File: src/rtl/alu_arb_if.sv
// Requester, result and shared-ALU signals of the alu_arb block.
// master = requesters plus the ALU (environment side), slave = the arbiter.
interface alu_arb_if;
    logic        req0_valid;
    logic        req0_ready;
    logic [31:0] req0_src0;
    logic [31:0] req0_src1;
    logic [12:0] req0_aluop;
    logic        req1_valid;
    logic        req1_ready;
    logic [31:0] req1_src0;
    logic [31:0] req1_src1;
    logic [12:0] req1_aluop;

    logic        res0_valid;
    logic        res0_ready;
    logic [31:0] res0_data;
    logic        res0_ov;
    logic        res1_valid;
    logic        res1_ready;
    logic [31:0] res1_data;
    logic        res1_ov;

    logic [31:0] alu_src0;
    logic [31:0] alu_src1;
    logic [12:0] alu_op;
    logic [31:0] alu_res;
    logic        alu_ov;

    modport master (
        output req0_valid, req0_src0, req0_src1, req0_aluop,
        output req1_valid, req1_src0, req1_src1, req1_aluop,
        input  req0_ready, req1_ready,
        input  res0_valid, res0_data, res0_ov, res1_valid, res1_data, res1_ov,
        output res0_ready, res1_ready,
        input  alu_src0, alu_src1, alu_op,
        output alu_res, alu_ov
    );

    modport slave (
        input  req0_valid, req0_src0, req0_src1, req0_aluop,
        input  req1_valid, req1_src0, req1_src1, req1_aluop,
        output req0_ready, req1_ready,
        output res0_valid, res0_data, res0_ov, res1_valid, res1_data, res1_ov,
        input  res0_ready, res1_ready,
        output alu_src0, alu_src1, alu_op,
        input  alu_res, alu_ov
    );
endinterface

File: src/rtl/alu_arb.sv
// Two-requester arbiter in front of one shared combinational ALU with a one-deep result
// slot per port. Define ALU_ARB_FIXED_PRIO_EN to make port 0 always win instead of round-robin.

module alu_arb_res (
    input  logic        clk,
    input  logic        rst,
    input  logic        req_valid,
    input  logic        res_ready,
    input  logic        gnt,
    input  logic [31:0] alu_res,
    input  logic        alu_ov,
    output logic        elig,
    output logic        res_valid,
    output logic [31:0] res_data,
    output logic        res_ov
);
    logic        valid_q, valid_d;
    logic [31:0] data_q, data_d;
    logic        ov_q, ov_d;

    // The slot can take a new op if it is empty or is being drained this cycle.
    assign elig = req_valid & (~valid_q | res_ready);

    always_comb begin
        valid_d = valid_q;
        data_d  = data_q;
        ov_d    = ov_q;
        if (gnt) begin
            valid_d = 1'b1;
            data_d  = alu_res;
            ov_d    = alu_ov;
        end else if (valid_q && res_ready) begin
            valid_d = 1'b0;
        end
    end

    always_ff @(posedge clk) begin
        if (rst) begin
            valid_q <= 1'b0;
            data_q  <= '0;
            ov_q    <= 1'b0;
        end else begin
            valid_q <= valid_d;
            data_q  <= data_d;
            ov_q    <= ov_d;
        end
    end

    assign res_valid = valid_q;
    assign res_data  = data_q;
    assign res_ov    = ov_q;
endmodule

module alu_arb (
    input  logic        clk,
    input  logic        rst,
    alu_arb_if.slave    bus,
    output logic [15:0] grant_cnt
);
    localparam int NUM_PORTS = 2;

    typedef struct packed {
        logic [31:0] src0;
        logic [31:0] src1;
        logic [12:0] aluop;
    } alu_req_t;

    typedef struct packed {
        logic        ov;
        logic [31:0] data;
    } alu_rsp_t;

    alu_req_t [NUM_PORTS-1:0] req;
    alu_rsp_t [NUM_PORTS-1:0] rsp;
    logic     [NUM_PORTS-1:0] req_valid;
    logic     [NUM_PORTS-1:0] res_ready;
    logic     [NUM_PORTS-1:0] res_valid;
    logic     [NUM_PORTS-1:0] elig;
    logic     [NUM_PORTS-1:0] gnt;
    alu_req_t                 alu_sel;
    logic     [15:0]          grant_cnt_q, grant_cnt_d;

    assign req[0]       = '{src0: bus.req0_src0, src1: bus.req0_src1, aluop: bus.req0_aluop};
    assign req[1]       = '{src0: bus.req1_src0, src1: bus.req1_src1, aluop: bus.req1_aluop};
    assign req_valid    = {bus.req1_valid, bus.req0_valid};
    assign res_ready    = {bus.res1_ready, bus.res0_ready};

    for (genvar p = 0; p < NUM_PORTS; p++) begin : g_port
        alu_arb_res u_res (
            .clk       (clk),
            .rst       (rst),
            .req_valid (req_valid[p]),
            .res_ready (res_ready[p]),
            .gnt       (gnt[p]),
            .alu_res   (bus.alu_res),
            .alu_ov    (bus.alu_ov),
            .elig      (elig[p]),
            .res_valid (res_valid[p]),
            .res_data  (rsp[p].data),
            .res_ov    (rsp[p].ov)
        );
    end

`ifdef ALU_ARB_FIXED_PRIO_EN
    always_comb begin
        gnt = '0;
        if (!rst) gnt = elig[0] ? 2'b01 : {elig[1], 1'b0};
    end
`else
    logic rr_ptr_q, rr_ptr_d;

    // rr_ptr names the port that wins a tie; it always moves to the port just passed over.
    always_comb begin
        gnt      = '0;
        rr_ptr_d = rr_ptr_q;
        if (!rst) begin
            if (&elig) gnt = rr_ptr_q ? 2'b10 : 2'b01;
            else       gnt = elig;
        end
        if (gnt[0])      rr_ptr_d = 1'b1;
        else if (gnt[1]) rr_ptr_d = 1'b0;
    end

    always_ff @(posedge clk) begin
        if (rst) rr_ptr_q <= 1'b0;
        else     rr_ptr_q <= rr_ptr_d;
    end
`endif

    always_comb begin
        alu_sel = '0;
        if (gnt[0])      alu_sel = req[0];
        else if (gnt[1]) alu_sel = req[1];
    end

    assign grant_cnt_d = grant_cnt_q + {15'd0, |gnt};

    always_ff @(posedge clk) begin
        if (rst) grant_cnt_q <= '0;
        else     grant_cnt_q <= grant_cnt_d;
    end

    assign grant_cnt      = grant_cnt_q;
    assign bus.alu_src0   = alu_sel.src0;
    assign bus.alu_src1   = alu_sel.src1;
    assign bus.alu_op     = alu_sel.aluop;
    assign bus.req0_ready = gnt[0];
    assign bus.req1_ready = gnt[1];
    assign bus.res0_valid = res_valid[0];
    assign bus.res0_data  = rsp[0].data;
    assign bus.res0_ov    = rsp[0].ov;
    assign bus.res1_valid = res_valid[1];
    assign bus.res1_data  = rsp[1].data;
    assign bus.res1_ov    = rsp[1].ov;
endmodule
File: src/flat_wrapper.sv
// flat-port wrapper written by rule: the top's interface ports become plain ports
module alu_arb_flat 
  (clk, rst, grant_cnt, bus_req0_valid, bus_req0_src0, bus_req0_src1, bus_req0_aluop, bus_req1_valid, bus_req1_src0, bus_req1_src1, bus_req1_aluop, bus_req0_ready, bus_req1_ready, bus_res0_valid, bus_res0_data, bus_res0_ov, bus_res1_valid, bus_res1_data, bus_res1_ov, bus_res0_ready, bus_res1_ready, bus_alu_src0, bus_alu_src1, bus_alu_op, bus_alu_res, bus_alu_ov);
  alu_arb_if bus_i ();
  input  logic clk;
  input  logic rst;
  output logic [15:0] grant_cnt;
  input wire logic [$bits(bus_i.req0_valid)-1:0] bus_req0_valid;
  input wire logic [$bits(bus_i.req0_src0)-1:0] bus_req0_src0;
  input wire logic [$bits(bus_i.req0_src1)-1:0] bus_req0_src1;
  input wire logic [$bits(bus_i.req0_aluop)-1:0] bus_req0_aluop;
  input wire logic [$bits(bus_i.req1_valid)-1:0] bus_req1_valid;
  input wire logic [$bits(bus_i.req1_src0)-1:0] bus_req1_src0;
  input wire logic [$bits(bus_i.req1_src1)-1:0] bus_req1_src1;
  input wire logic [$bits(bus_i.req1_aluop)-1:0] bus_req1_aluop;
  output wire logic [$bits(bus_i.req0_ready)-1:0] bus_req0_ready;
  output wire logic [$bits(bus_i.req1_ready)-1:0] bus_req1_ready;
  output wire logic [$bits(bus_i.res0_valid)-1:0] bus_res0_valid;
  output wire logic [$bits(bus_i.res0_data)-1:0] bus_res0_data;
  output wire logic [$bits(bus_i.res0_ov)-1:0] bus_res0_ov;
  output wire logic [$bits(bus_i.res1_valid)-1:0] bus_res1_valid;
  output wire logic [$bits(bus_i.res1_data)-1:0] bus_res1_data;
  output wire logic [$bits(bus_i.res1_ov)-1:0] bus_res1_ov;
  input wire logic [$bits(bus_i.res0_ready)-1:0] bus_res0_ready;
  input wire logic [$bits(bus_i.res1_ready)-1:0] bus_res1_ready;
  output wire logic [$bits(bus_i.alu_src0)-1:0] bus_alu_src0;
  output wire logic [$bits(bus_i.alu_src1)-1:0] bus_alu_src1;
  output wire logic [$bits(bus_i.alu_op)-1:0] bus_alu_op;
  input wire logic [$bits(bus_i.alu_res)-1:0] bus_alu_res;
  input wire logic [$bits(bus_i.alu_ov)-1:0] bus_alu_ov;
  assign bus_i.req0_valid = bus_req0_valid;
  assign bus_i.req0_src0 = bus_req0_src0;
  assign bus_i.req0_src1 = bus_req0_src1;
  assign bus_i.req0_aluop = bus_req0_aluop;
  assign bus_i.req1_valid = bus_req1_valid;
  assign bus_i.req1_src0 = bus_req1_src0;
  assign bus_i.req1_src1 = bus_req1_src1;
  assign bus_i.req1_aluop = bus_req1_aluop;
  assign bus_req0_ready = bus_i.req0_ready;
  assign bus_req1_ready = bus_i.req1_ready;
  assign bus_res0_valid = bus_i.res0_valid;
  assign bus_res0_data = bus_i.res0_data;
  assign bus_res0_ov = bus_i.res0_ov;
  assign bus_res1_valid = bus_i.res1_valid;
  assign bus_res1_data = bus_i.res1_data;
  assign bus_res1_ov = bus_i.res1_ov;
  assign bus_i.res0_ready = bus_res0_ready;
  assign bus_i.res1_ready = bus_res1_ready;
  assign bus_alu_src0 = bus_i.alu_src0;
  assign bus_alu_src1 = bus_i.alu_src1;
  assign bus_alu_op = bus_i.alu_op;
  assign bus_i.alu_res = bus_alu_res;
  assign bus_i.alu_ov = bus_alu_ov;
  alu_arb u_core (.clk(clk), .rst(rst), .bus(bus_i), .grant_cnt(grant_cnt));
endmodule
File: config.mk
export PLATFORM = sky130hd
export DESIGN_NAME = alu_arb_flat
export DESIGN_NICKNAME = d
export VERILOG_FILES = /design/src/rtl/alu_arb_if.sv /design/src/rtl/alu_arb.sv /design/src/flat_wrapper.sv
export SDC_FILE = /design/constraint.sdc
export NUM_CORES = 1
export LEC_CHECK = 0
export BUFFER_PORTS_ARGS = -buffer_cell sky130_fd_sc_hd__buf_2
export CAP_MARGIN = 5
export CORE_AREA = 3 3 136 138
export CTS_BUF_LIST = sky130_fd_sc_hd__clkbuf_16
export DETAILED_ROUTE_END_ITERATION = 8
export DIE_AREA = 0 0 139 141
export GPL_TIMING_DRIVEN = 0
export HOLD_SLACK_MARGIN = 0.12
export PLACE_DENSITY = 0.58
export SLEW_MARGIN = 30
export SYNTH_ARGS = -nofsm -noshare
export SYNTH_HDL_FRONTEND = slang
export SYNTH_HIERARCHICAL = 1
export SYNTH_SLANG_ARGS = --single-unit
File: constraint.sdc
create_clock -name clk -period 2.23 [get_ports clk]
set_input_delay 0 -clock clk [delete_from_list [all_inputs] [get_ports clk]]
set_output_delay 0 -clock clk [all_outputs]
set_load 0.05 [all_outputs]
Word level (Yosys, flattened, before mapping)
Cells that the tools add are included.

storage, ports and cells
  flip-flop bits (word level) = 85
  input port bits = 193
  output and inout port bits = 163
  logic and storage cells = 33

cells by class
  $add $sub $neg = 1
  muxes and demuxes = 11
  bitwise operators = 6
  reductions and logical operators = 7

operator list
  cell               count
  $mux 77            2
  $add 16x1->16      1
  $mux 1             6
  $mux 2             3
  $reduce_bool 2->1  3
  $and 1x1->1        2
  $logic_and 1x1->1  2
  $not 1->1          2
  $or 1x1->1         2
  $reduce_and 2->1   1
  $reduce_or 2->1    1

Depth between registers and ports, before layout
Gate-level depths: netlist of the first run.

  depth in word-level cells = 8
  mapped depth = 10

By module
Netlist of the first run, hierarchy kept.

by module, submodules not included
  module       times used  cells an instance  area each (um^2)  seq. area each (um^2)
  alu_arb_res  2           112                1,244.9           680.7
  alu_arb      1           188                1,611.5           340.3

Least setup slack after synthesis of the first run
OpenSTA, ideal clock, no wires.

  kind = register to register
  from = register u_core.g_port[0].u_res.valid_q
  to = register u_core.g_port[1].u_res.data_q[10]
  library setup time = 0.128 ns
  data arrival time = 2.262 ns
  data required time = 2.102 ns
  slack = -0.160 ns
  cell stages (with the launch flop) = 10
  buffers on the path = 3
  cells stage by stage = dfxtp_1 nand2b_1 and2_1 nor2b_1 nor3b_2 buf_2 buf_6 buf_12 mux2i_1 nor2_1

on the way
  longest elaborated chain between the ends = 6

ends and longest elaborated chain
  item                    line                RTL
  from (decl)             alu_arb.sv:17       logic valid_q, valid_d;
  from (signal assigned)  alu_arb.sv:43       valid_q <= valid_d;
  $not 1->1               alu_arb.sv:22       assign elig = req_valid & (~valid_q | res_ready);
  $or 1x1->1              alu_arb.sv:22
  $and 1x1->1             alu_arb.sv:22
  net u_core.elig[0]      alu_arb.sv:78       logic [NUM_PORTS-1:0] elig;
  $reduce_and 2->1        alu_arb.sv:117      if (&elig) gnt = rr_ptr_q ? 2'b10 : 2'b01;
  $mux 2                  alu_arb.sv:117
  $mux 2                  alu_arb.sv:116      if (!rst) begin
  net bus_req1_ready      flat_wrapper.sv:17  output wire logic [$bits(bus_i.req1_ready)-1:0] bus_req1_ready;
  to (signal assigned)    alu_arb.sv:44       data_q <= data_d;
  to (decl)               alu_arb.sv:18       logic [31:0] data_q, data_d;

The timed path passes the listed nets, and every way through them passes these cells.
A chain may end at the register's enable or synchronous reset.

Final worst setup path of the first run
  from = register u_core.g_port[0].u_res.valid_q
  to = output port bus_alu_src0[18]

on the way
  longest elaborated chain between the ends = 8

ends and longest elaborated chain
  item                line                RTL
  $not 1->1 (*)       alu_arb.sv:22
  $or 1x1->1 (*)      alu_arb.sv:22
  $and 1x1->1 (*)     alu_arb.sv:22
  net u_core.elig[0]  alu_arb.sv:78
  $reduce_and 2->1    alu_arb.sv:117
  $mux 2 (*)          alu_arb.sv:117
  $mux 2 (*)          alu_arb.sv:116
  $mux 77             alu_arb.sv:133      else if (gnt[1]) alu_sel = req[1];
  $mux 77 (*)         alu_arb.sv:132      if (gnt[0]) alu_sel = req[0];
  to (decl)           flat_wrapper.sv:26  output wire logic [$bits(bus_i.alu_src0)-1:0] bus_alu_src0;

The timed path passes the listed nets; every way through them passes the cells marked *.

==> results of run 1 <==
## stage by stage
step,TNS (ps),hold slack [ps],utilization [%]
after CTS,-353,137,40.8
after detailed placement,-5990,260,35.6
after global routing,-122,141,42.1
final,0,141,42.1
after global placement,-4600,249,35.6
after floorplan,0,147,-
## per-layer routing
layer,wire length [microns],up-vias,track usage [%]
li1,-,2314,-
met1,7980,2249,23.2
met2,9500,210,31.4
met3,1440,34,5.09
met4,503,0,5.97
met5,0,-,0
## flip-flops by register name, summed over array words and instances, names as in the netlist
signal / count
u_core/g_port.u_res/res_ov: 2
u_core/rr_ptr_q: 1
u_core/g_port.u_res/res_valid: 2
u_core/grant_cnt: 16
u_core/g_port.u_res/res_data: 64
## synth_stat cells, drive strengths merged
| cell type | n |
|---|---|
| or3 | 3 |
| o21ai | 3 |
| nand4 | 5 |
| a21oi | 8 |
| nor4 | 4 |
| nor3b | 1 |
| nand2b | 2 |
| nand3 | 5 |
| or2 | 1 |
| o31ai | 3 |
| buf | 25 |
| o311ai | 1 |
| mux2i | 66 |
| xnor2 | 1 |
| o41ai | 1 |
| mux2 | 4 |
| and3 | 1 |
| ha | 3 |
| nand2 | 6 |
| nor2b | 8 |
| and2 | 2 |
| o21a | 1 |
| xor2 | 2 |
| inv | 5 |
| dfxtp | 85 |
| or4 | 3 |
| a22o | 77 |
| clkbuf | 11 |
| nor2 | 75 |
## repair_timing
item                                    4_1_cts  5_1_grt
endpoints found under the setup margin      138      102
buffers inserted                              2        0
gates resized for setup                      52       62
hold buffers                                 38        0
pin swaps                                     1        2
cloned                                        0        1
hold endpoints to repair                     72        0
## area by class of cell
type	count	area, sq um	area share, %
well taps	225	282	3.87
clock buffers	9	225	3.09
inverters	5	18.8	0.258
diodes	1	2.50	0.0344
flip-flops and latches	85	1700	23.4
multi-input cells	286	2190	30.0
clock inverters	7	138	1.89
plain buffers	34	314	4.31
repair buffers	396	2410	33.1
## worst max path at each step
stage	cells after the start	end
floorplan	10	u_core/g_port[0].u_res/res_data[10]
global route	8	bus_alu_src0[18]
global placement	9	u_core/grant_cnt[14]
detailed placement	9	u_core/grant_cnt[14]
finish	8	bus_alu_src0[18]
CTS	9	bus_alu_src0[8]
## kinds of logic after synthesis
family                     count (synthesis)  synth area share, %
AOI/OAI and AO/OA                         94                 18.9
xor gates and xnor gates                   3                0.641
adders and majority gates                  3                0.915
buffers and inverters                     41                 7.50
DFF                                       85                 41.5
muxes                                     70                 17.2
and+or+nand+nor                          116                 13.3
## worst reg2reg max path: stages, from the launching register on
cell	delay, ps
dfxtp_2	310
nand2b_1	80
and2_4	160
nor2_1	50
nor2_1	130
ha_2	230
ha_2	240
nand2_2	120
nor4_2	280
mux2_2	360
## layout by cell type, fill, tap and decap left out, drive strengths merged, types with 5 or more instances in the layout
| cell | instances |
|---|---|
| dlygate4sd3 | 38 |
| mux2i | 66 |
| nand4 | 5 |
| clkbuf | 30 |
| nor2 | 75 |
| buf | 371 |
| nand2 | 6 |
| inv | 5 |
| nand3 | 5 |
| a22o | 77 |
| dfxtp | 85 |
| a21oi | 8 |
| nor2b | 8 |
## power groups by stage
| stage | registers, mW | clock network (mW) | logic [mW] |
|---|---|---|---|
| finish | 1.61 | 1.83 | 1.54 |
| floorplan | 1.86 | 0 | 0.716 |
| global placement | 1.65 | 0 | 1.38 |
| CTS | 1.61 | 1.88 | 1.48 |
| global route | 1.62 | 1.95 | 1.61 |
| detailed placement | 1.65 | 0 | 1.39 |
==> run metrics, run 1 <==
max-slew violation count=0; fin cells=between 1000 and 1500; critical path required time=between 2000 and 2500 ps; Max VDD drop=between 0.4 and 0.5 mV; Synth cell types=35; num ports=~360; total power draw=roughly 5.0 mW; Critical Path Source Type=flop; Final #Nets=between 1000 and 1500; Vias=~4800; antenna violation net count after detailed routing=0; worst-skew pair later-pin latency=between 300 and 400 ps; wire per inst=18.5 microns; Power Density=683 nW/um^2; DP Area=6160 sq um; CP Class=reg -> out; clk root buf=clkbuf_16; Hold Startpoint=bus_req1_valid; Logic pwr share=about 31%; P_leak=between 3 and 4 nW; Synth area leader=dfxtp_1; Starting Density=23.7%; Core ar.=17300 sq um; Longest Clk Path Bufs=2; first-pass GRT wire length=28200 microns; post-synth top area share=about two fifths; vias in the first global route=approximately 4700; # setup viols final=0; Synth-to-Final Area Change=77.5%; die extent in y=141 microns; Sw Share=approximately 33%; gp weighted congestion=just over 0.9; fmax=roughly 470 MHz; Clk pin slew, worst setup/hold paths=around 60 ps; outcome=complete, no violations; yosys warns=6; filler instances=roughly 1700; final WL=about 19000 microns; Synth Instances=between 400 and 500; CTS H-tree lvls=3; CTS tree=yes; hold path depth=4; DR pass1 iterations=4; drt drc=0; Period minus WS final=between 2000 and 2500 ps; Final Cycle Share=96.2%; final instance area=around 7300 sq um; share of cells above drive strength 1=roughly half; Seq cells post-synth=85; Clk pwr share=a little under two fifths; Hold Path Class=in -> reg; initial antenna violation count=1; routed vias/inst=4.59; worst rel slew slack=64.2%; setup ws final=85.5 ps; post-synthesis sequential area ratio=41.5%; RSZ-0062 raised after global routing=yes; WP data arrival=approximately 2100 ps; Pint=3.34 mW; Max Cap Viol=0; total CTS buffers=9; crit path buf inv count=3; critical path's slowest cell=dfxtp_2; Flop pwr share=between 30% and 40%; TritonCTS Sinks=85; PortBufs=between 300 and 400; top post-synthesis cells by area=dfxtp_1 (41%), a22o_1 (16%), mux2i_1 (16%); GRT Residual Overflow=0; syn avg cell area=9.95 sq um; max incr delay on CP=320 ps; reg2reg path depth=9; Total Routing Usage GR=18.6%; crit-path cells=nand2b_1, and2_1, nor2b_1, nor3b_4, buf_4, buf_6, a22o_1, buf_6; full die area=between 15000 and 20000 sq um; reg-to-reg startpoint=u_core/g_port[1].u_res/res_valid; Post-Place Setup Slack=-165 ps; cell mode on critical path=buf_6; FF-to-FF End=u_core/grant_cnt[14]; CP endpoint kind=primary output; post-DP HPWL=15900 microns; placed cell count=992; Worst Path Max Fanout=11; clock skew=5.15 ps; Hold Vio Cnt, Final=0; crit path launch=u_core/g_port[0].u_res/res_valid; largest net degree at the start of global routing=15; Worst Hold End=u_core/rr_ptr_q; Worst-Margin Slew=approximately 540 ps; Reg2Reg Setup Slack=~160 ps; row count=48; Psw=1.64 mW; Horiz. Die Dim=between 100 and 150 microns; Mapped Nets=just over 600; Detailed Route Iter0 Violations=195; Post-Syn Area=4100 sq um; cell family with most CP delay=simple AND/OR/NAND/NOR gates
Power figures use the tool's default switching activity.
==> run 2: changes to the inputs <==
CORE_AREA = 3 3 137 139   (was 3 3 136 138)
DIE_AREA = 0 0 140 142   (was 0 0 139 141)
PLACE_DENSITY = 0.64   (was 0.58)
SYNTH_HIERARCHICAL = unset   (was 1)
==> run metrics, run 2 <==
routed vias/inst=4.75 (was 4.59); syn avg cell area=8.51 sq um (was 9.95 sq um); Hold Path Class=in -> reg (unchanged); max incr delay on CP=330 ps (was 320 ps); Core ar.=17800 sq um (was 17300 sq um); Most used DFF post-synth=dfxtp_1 (unchanged); total CTS buffers=9 (unchanged); Detailed Route Iter0 Violations=207 (was 195); filler instances=1745 (was 1741); Total Routing Usage GR=19.4% (was 18.6%); # setup viols final=0 (unchanged); outcome=complete, no violations (unchanged); CTS tree=yes (unchanged); PortBufs=354 (was 355); Async SR Flop Fraction=0% (unchanged); crit path buf inv count=3 (unchanged); clk root buf=clkbuf_16 (unchanged); commonest cells after routing, fill and taps aside=buf_2 (364), nand2b_1 (178), dfxtp_1 (85), inv_1 (80), mux2i_1 (66) (was buf_2 (313), dfxtp_1 (83), nor2_1 (75), a22o_1 (70), mux2i_1 (66)); wire per inst=16.5 microns (was 18.5 microns); worst-skew pair later-pin latency=340 ps (about the same); Power Density=601 nW/um^2 (was 683 nW/um^2); full die area=19900 sq um (was 19600 sq um); num ports=356 (unchanged); initial antenna violation count=0 (was 1); cell mode on critical path=buf_2 (was buf_6); worst rel slew slack=46.4% (was 64.2%); most common cell after layout, fill and taps aside=buf_2 (unchanged); Max Cap Viol=0 (unchanged); crit path launch=u_core.g_port[1].u_res.res_valid (was u_core/g_port[0].u_res/res_valid); max reg flops=64 (unchanged); yosys warns=0 (was 6); Final #Nets=1219 (was 1013); clock skew=6.23 ps (was 5.15 ps); Max VDD drop=0.351 mV (was 0.460 mV); row count=49 (was 48); CP Class=reg -> out (unchanged); Post-Syn Area=5290 sq um (was 4100 sq um); P_leak=4.29 nW (was 3.64 nW); Hold Vio Cnt, Final=0 (unchanged); Post-Place Setup Slack=-227 ps (was -165 ps); most frequent cells after synthesis=nand2b_1 (179), dfxtp_1 (85), inv_1 (80) (was dfxtp_1 (85), a22o_1 (77), nor2_1 (75)); post-synthesis sequential area ratio=32.2% (was 41.5%); Final Cycle Share=95.7% (was 96.2%); RSZ-0062 raised after global routing=yes (unchanged); Worst Path Max Fanout=10 (was 11); Post-synth EDFFs=0 (unchanged); Final TNS setup=0 ps (unchanged); post-synth top area share=32.2% (was 41.5%); Vias=5973 (was 4807); critical path's slowest cell=o211ai_4 (was dfxtp_2); vias in the first global route=5761 (was 4656); Synth area leader=dfxtp_1 (unchanged); WP data arrival=2130 ps (was 2140 ps); Hold Startpoint=bus_res1_ready (was bus_req1_valid); Starting Density=29.7% (was 23.7%); top post-synthesis cells by area=dfxtp_1 (32%), nand2b_1 (21%), o32ai_1 (13%) (was dfxtp_1 (41%), a22o_1 (16%), mux2i_1 (16%)); Synth cell types=33 (was 35); Synth Instances=621 (was 412); share of cells above drive strength 1=44.1% (was 51.9%); CTS H-tree lvls=3 (unchanged); antenna violation net count after detailed routing=0 (unchanged); post-DP HPWL=16300 microns (was 15900 microns); final WL=20800 microns (was 19400 microns); TritonCTS Sinks=85 (unchanged); cell family with most CP delay=buffers and inverters (was simple AND/OR/NAND/NOR gates); Clk pin slew, worst setup/hold paths=60 ps (about the same); count leader, synth=nand2b_1 (was dfxtp_1); max-slew violation count=0 (unchanged); Synth-to-Final Area Change=58.8% (was 77.5%); Mapped Nets=817 (was 608); Seq cells post-synth=85 (unchanged); crit-path cells=and2b_1, o211ai_4, buf_4, buf_2, o32ai_1, buf_2 (was nand2b_1, and2_1, nor2b_1, nor3b_4, buf_4, buf_6, a22o_1, buf_6); fmax=469 MHz (was 466 MHz); setup ws final=95.9 ps (was 85.5 ps); DR pass1 iterations=4 (unchanged); critical path required time=2230 ps (about the same); Longest Clk Path Bufs=2 (unchanged); drt drc=0 (unchanged); # diodes=0 (was 1); total power draw=5.04 mW (was 4.98 mW); reg-to-reg startpoint=u_core.g_port[1].u_res.res_valid (was u_core/g_port[1].u_res/res_valid); Worst-Margin Slew=804 ps (was 537 ps); die extent in y=142 microns (was 141 microns); Horiz. Die Dim=140 microns (was 139 microns); first-pass GRT wire length=31200 microns (was 28200 microns); Critical Path Source Type=flop (unchanged); CP endpoint kind=primary output (unchanged); post-CTS setup buffers=0 (was 2); largest net degree at the start of global routing=16 (was 15); Period minus WS final=2130 ps (was 2140 ps); GRT Residual Overflow=0 (unchanged); gp weighted congestion=0.826 (was 0.919)
## run 2: cell types whose count changed in the layout (fill, tap and decap cells not counted), sizes merged, moves of 3 or more
cell	change
inv	+76
bufinv	-3
clkbuf	+16
nor2	-64
nand2b	+177
o32ai	+77
a22o	-77
## run 2: through the flow
stage | instance area (sq um) | hold slack (ps) | utilization [%] | std cells
after floorplan | 5590 | 162 | - | 621
after global placement | 7650 | 285 | 43.0 | 1204
after detailed placement | 7650 | 298 | 43.0 | 1204
after CTS | 8350 | 168 | 47.0 | 1257
after global routing | 8390 | 205 | 47.2 | 1257
final | 8390 | 181 | 47.2 | 1257
## run 2: kinds of logic after synthesis
group | after synthesis | share of synthesized area, %
DFF | 85 | 32.2
xor gates and xnor gates | 3 | 0.497
buffers and inverters | 136 | 10.7
and+or+nand+nor | 224 | 26.8
adders and majority gates | 3 | 0.710
AOI/OAI and AO/OA | 100 | 15.6
muxes | 70 | 13.4
## run 2: where the power goes
part	leakage, nW	internal [mW]	switching (mW)
sequential	0.697	1.61	0.0507
combinational	3.45	0.601	1.26
clock	0.145	0.874	0.649
## run 2: worst paths after layout
check,endpoint,depth (start not counted),slack (ps)
worst max-delay path,bus_alu_src0[12],6,100
worst min-delay path,u_core.rr_ptr_q,4,180
worst max register to register,u_core.grant_cnt[15],7,170
worst min register to register,u_core.g_port[0].u_res.res_data[10],2,470
## run 2: metal layers
| layer | global-route usage, % | wire [microns] |
|---|---|---|
| met1 | 25.4 | 8870 |
| met2 | 32.6 | 9980 |
| met3 | 5.14 | 1660 |
| met4 | 4.03 | 270 |
| met5 | 0 | 0 |
## run 2: timing repair
action	in CTS	in global routing
resized for setup	8	15
pin swaps	1	1
hold endpoints to repair	68	0
hold buffers	37	0
endpoints found under the setup margin	71	56
## run 2: cell type report
class | count | area [sq um] | area share [%]
Sequential cell | 85 | 1700 | 20.3
Inverter | 80 | 300 | 3.58
Buffer | 56 | 290 | 3.46
Tap cell | 229 | 287 | 3.41
Clock buffer | 9 | 225 | 2.68
Timing Repair Buffer | 391 | 2150 | 25.6
Clock inverter | 7 | 75.1 | 0.895
Multi-Input combinational cell | 400 | 3370 | 40.1
## run 2: worst reg2reg max path, cell delays in order, from the launching register on
cell	delay, ps
dfxtp_1	320
nand2b_1	180
a22oi_1	100
nor2_1	160
ha_1	220
nand3_1	240
nor4_1	360
mux2_2	370
==> run 3: changes to the inputs <==
CORE_AREA = 3 3 135 137   (was 3 3 137 139)
CTS_BUF_LIST = sky130_fd_sc_hd__clkbuf_4 sky130_fd_sc_hd__clkbuf_8   (was sky130_fd_sc_hd__clkbuf_16)
DIE_AREA = 0 0 138 140   (was 0 0 140 142)
PLACE_DENSITY = 0.66   (was 0.64)
==> run metrics, run 3 (synthesis gave the netlist of run 2 again) <==
commonest cells after routing, fill and taps aside=buf_2 (353), nand2b_1 (179), dfxtp_1 (85), inv_1 (80), mux2i_1 (66) (was buf_2 (364), nand2b_1 (178), dfxtp_1 (85), inv_1 (80), mux2i_1 (66)); Worst-Margin Slew=877 ps (was 804 ps); DR WL met2=10400 microns (was 9980 microns); Longest Clk Path Bufs=2 (unchanged); row count=48 (was 49); outcome=complete, no violations (unchanged); clk root buf=clkbuf_8 (was clkbuf_16); clock skew=15.0 ps (was 6.23 ps); crit-path cells=dlygate4sd3_1, buf_2, nand2b_1, a22oi_1, nor2_1, ha_1, ha_1, nand2_2, nor4_4, mux2_1 (was and2b_1, o211ai_4, buf_4, buf_2, o32ai_1, buf_2); Hold Path Class=in -> reg (unchanged); Final #Nets=1219 (unchanged); Hold Vio Cnt, Final=0 (unchanged); Synth-to-Final Area Change=57.6% (was 58.8%); Max Cap Viol=0 (unchanged); CP endpoint kind=flop (was primary output); cell mode on critical path=ha_1 (was buf_2); Vias=5929 (was 5973); P_leak=4.26 nW (was 4.29 nW); Detailed Route Iter0 Violations=229 (was 207); most common cell after layout, fill and taps aside=buf_2 (unchanged); Post-Place Setup Slack=-196 ps (was -227 ps); largest net degree at the start of global routing=16 (unchanged); Final Cycle Share=95.3% (was 95.7%); Period minus WS final=2130 ps (about the same); vias in the first global route=5848 (was 5761); first-pass GRT wire length=32600 microns (was 31200 microns); Critical Path Source Type=primary input (was flop); CP Class=in -> reg (was reg -> out); num ports=356 (unchanged); max layer used=met4 (unchanged); initial antenna violation count=0 (unchanged); Horiz. Die Dim=138 microns (was 140 microns); TritonCTS Sinks=85 (unchanged); critical path's slowest cell=dlygate4sd3_1 (was o211ai_4); wl on met1=9350 microns (was 8870 microns); total CTS buffers=9 (unchanged); wire per inst=17.2 microns (was 16.5 microns); Worst Path Max Fanout=6 (was 10); DR pass1 iterations=4 (unchanged); routed vias/inst=4.73 (was 4.75); # setup viols final=0 (unchanged); WP data arrival=2380 ps (was 2130 ps); critical path required time=2480 ps (was 2230 ps); RSZ-0062 raised after global routing=yes (unchanged); worst rel slew slack=41.6% (was 46.4%); filler instances=1689 (was 1745); final instance area=8330 sq um (was 8390 sq um); # diodes=0 (unchanged); setup ws final=104 ps (was 95.9 ps); final WL=21600 microns (was 20800 microns); gp weighted congestion=0.940 (was 0.826); antenna violation net count after detailed routing=0 (unchanged); GRT Residual Overflow=0 (unchanged); share of cells above drive strength 1=44.4% (was 44.1%); Max VDD drop=0.361 mV (was 0.351 mV); post-CTS setup buffers=0 (unchanged); max-slew violation count=0 (unchanged); Final TNS setup=0 ps (unchanged); die extent in y=140 microns (was 142 microns); CTS tree=yes (unchanged); DP Area=7650 sq um (about the same); max incr delay on CP=530 ps (was 330 ps); Power Density=563 nW/um^2 (was 601 nW/um^2); PortBufs=354 (unchanged); max reg flops=64 (unchanged); drt drc=0 (unchanged); post-DP HPWL=16700 microns (was 16300 microns); worst-skew pair later-pin latency=370 ps (was 340 ps); Starting Density=30.8% (was 29.7%); CTS H-tree lvls=3 (unchanged); Core ar.=17200 sq um (was 17800 sq um); Total Routing Usage GR=20.9% (was 19.4%); Hold WS=309 ps (was 181 ps); met3 wire length=1520 microns (was 1660 microns); fmax=470 MHz (was 469 MHz); Clk pin slew, worst setup/hold paths=80 ps (was 60 ps); full die area=19300 sq um (was 19900 sq um)
[run 3: cell count changes in the layout (fill, tap and decap cells not counted), moves of 4 or more]
cell / before / now
buf_2: 364 / 353
buf_4: 4 / 8
clkbuf_16: 9 / 0
clkbuf_4: 6 / 13
clkbuf_8: 0 / 9
[run 3: timing repair]
item	in CTS	in global routing
gates resized for setup	12	27
hold buffers	37	0
endpoints found under the hold margin	69	0
endpoints found under the setup margin	72	72
[run 3: area by class of cell]
| cell class | count | area [sq um] | share of cell area, % |
|---|---|---|---|
| tap | 225 | 282 | 3.38 |
| multi-input combinational | 400 | 3370 | 40.5 |
| timing repair buffer | 391 | 2170 | 26.1 |
| clock inverter | 6 | 71.3 | 0.856 |
| sequential | 85 | 1700 | 20.4 |
| clock buffer | 10 | 131 | 1.58 |
| buffer | 56 | 295 | 3.55 |
| inverter | 80 | 300 | 3.61 |
[run 3: stage by stage]
| stage | power (mW) | instances | utilization, % |
|---|---|---|---|
| global placement | 3.49 | 1200 | 44.5 |
| global route | 4.89 | 1253 | 48.5 |
| CTS | 4.71 | 1253 | 48.1 |
| detailed placement | 3.50 | 1200 | 44.5 |
| floorplan | 2.96 | 621 | - |
| finish | 4.69 | 1253 | 48.5 |
[run 3: final timing paths]
check | start | endpoint | slack [ps] | depth (start not counted)
min reg2reg | u_core.g_port[1].u_res.res_data[5] | u_core.g_port[1].u_res.res_data[5] | 470 | 2
min | rst | u_core.grant_cnt[14] | 310 | 4
max reg2reg | u_core.g_port[0].u_res.res_valid | u_core.grant_cnt[14] | 130 | 8
max | bus_res0_ready | u_core.grant_cnt[14] | 100 | 10
[run 3: worst max-delay path, delay by kind of cell]
family,cells,cell delay [ps]
AOI/OAI and AO/OA,1,130
muxes,1,340
buffers and inverters,2,670
adders and majority gates,2,410
and+or+nand+nor,4,830
[run 3: where the power goes]
group          total (mW)  switching [mW]  leakage (nW)  internal (mW)
sequential           1.66          0.0519         0.697           1.61
combinational        1.88            1.27          3.46          0.609
clock                1.15           0.605         0.102          0.543
total                4.69            1.93          4.26           2.76
[run 3: metal layers]
metal | up-vias | track usage [%]
li1 | 2925 | -
met5 | - | 0
met2 | 230 | 35.0
met4 | 0 | 4.89
met1 | 2749 | 26.9
met3 | 25 | 5.87
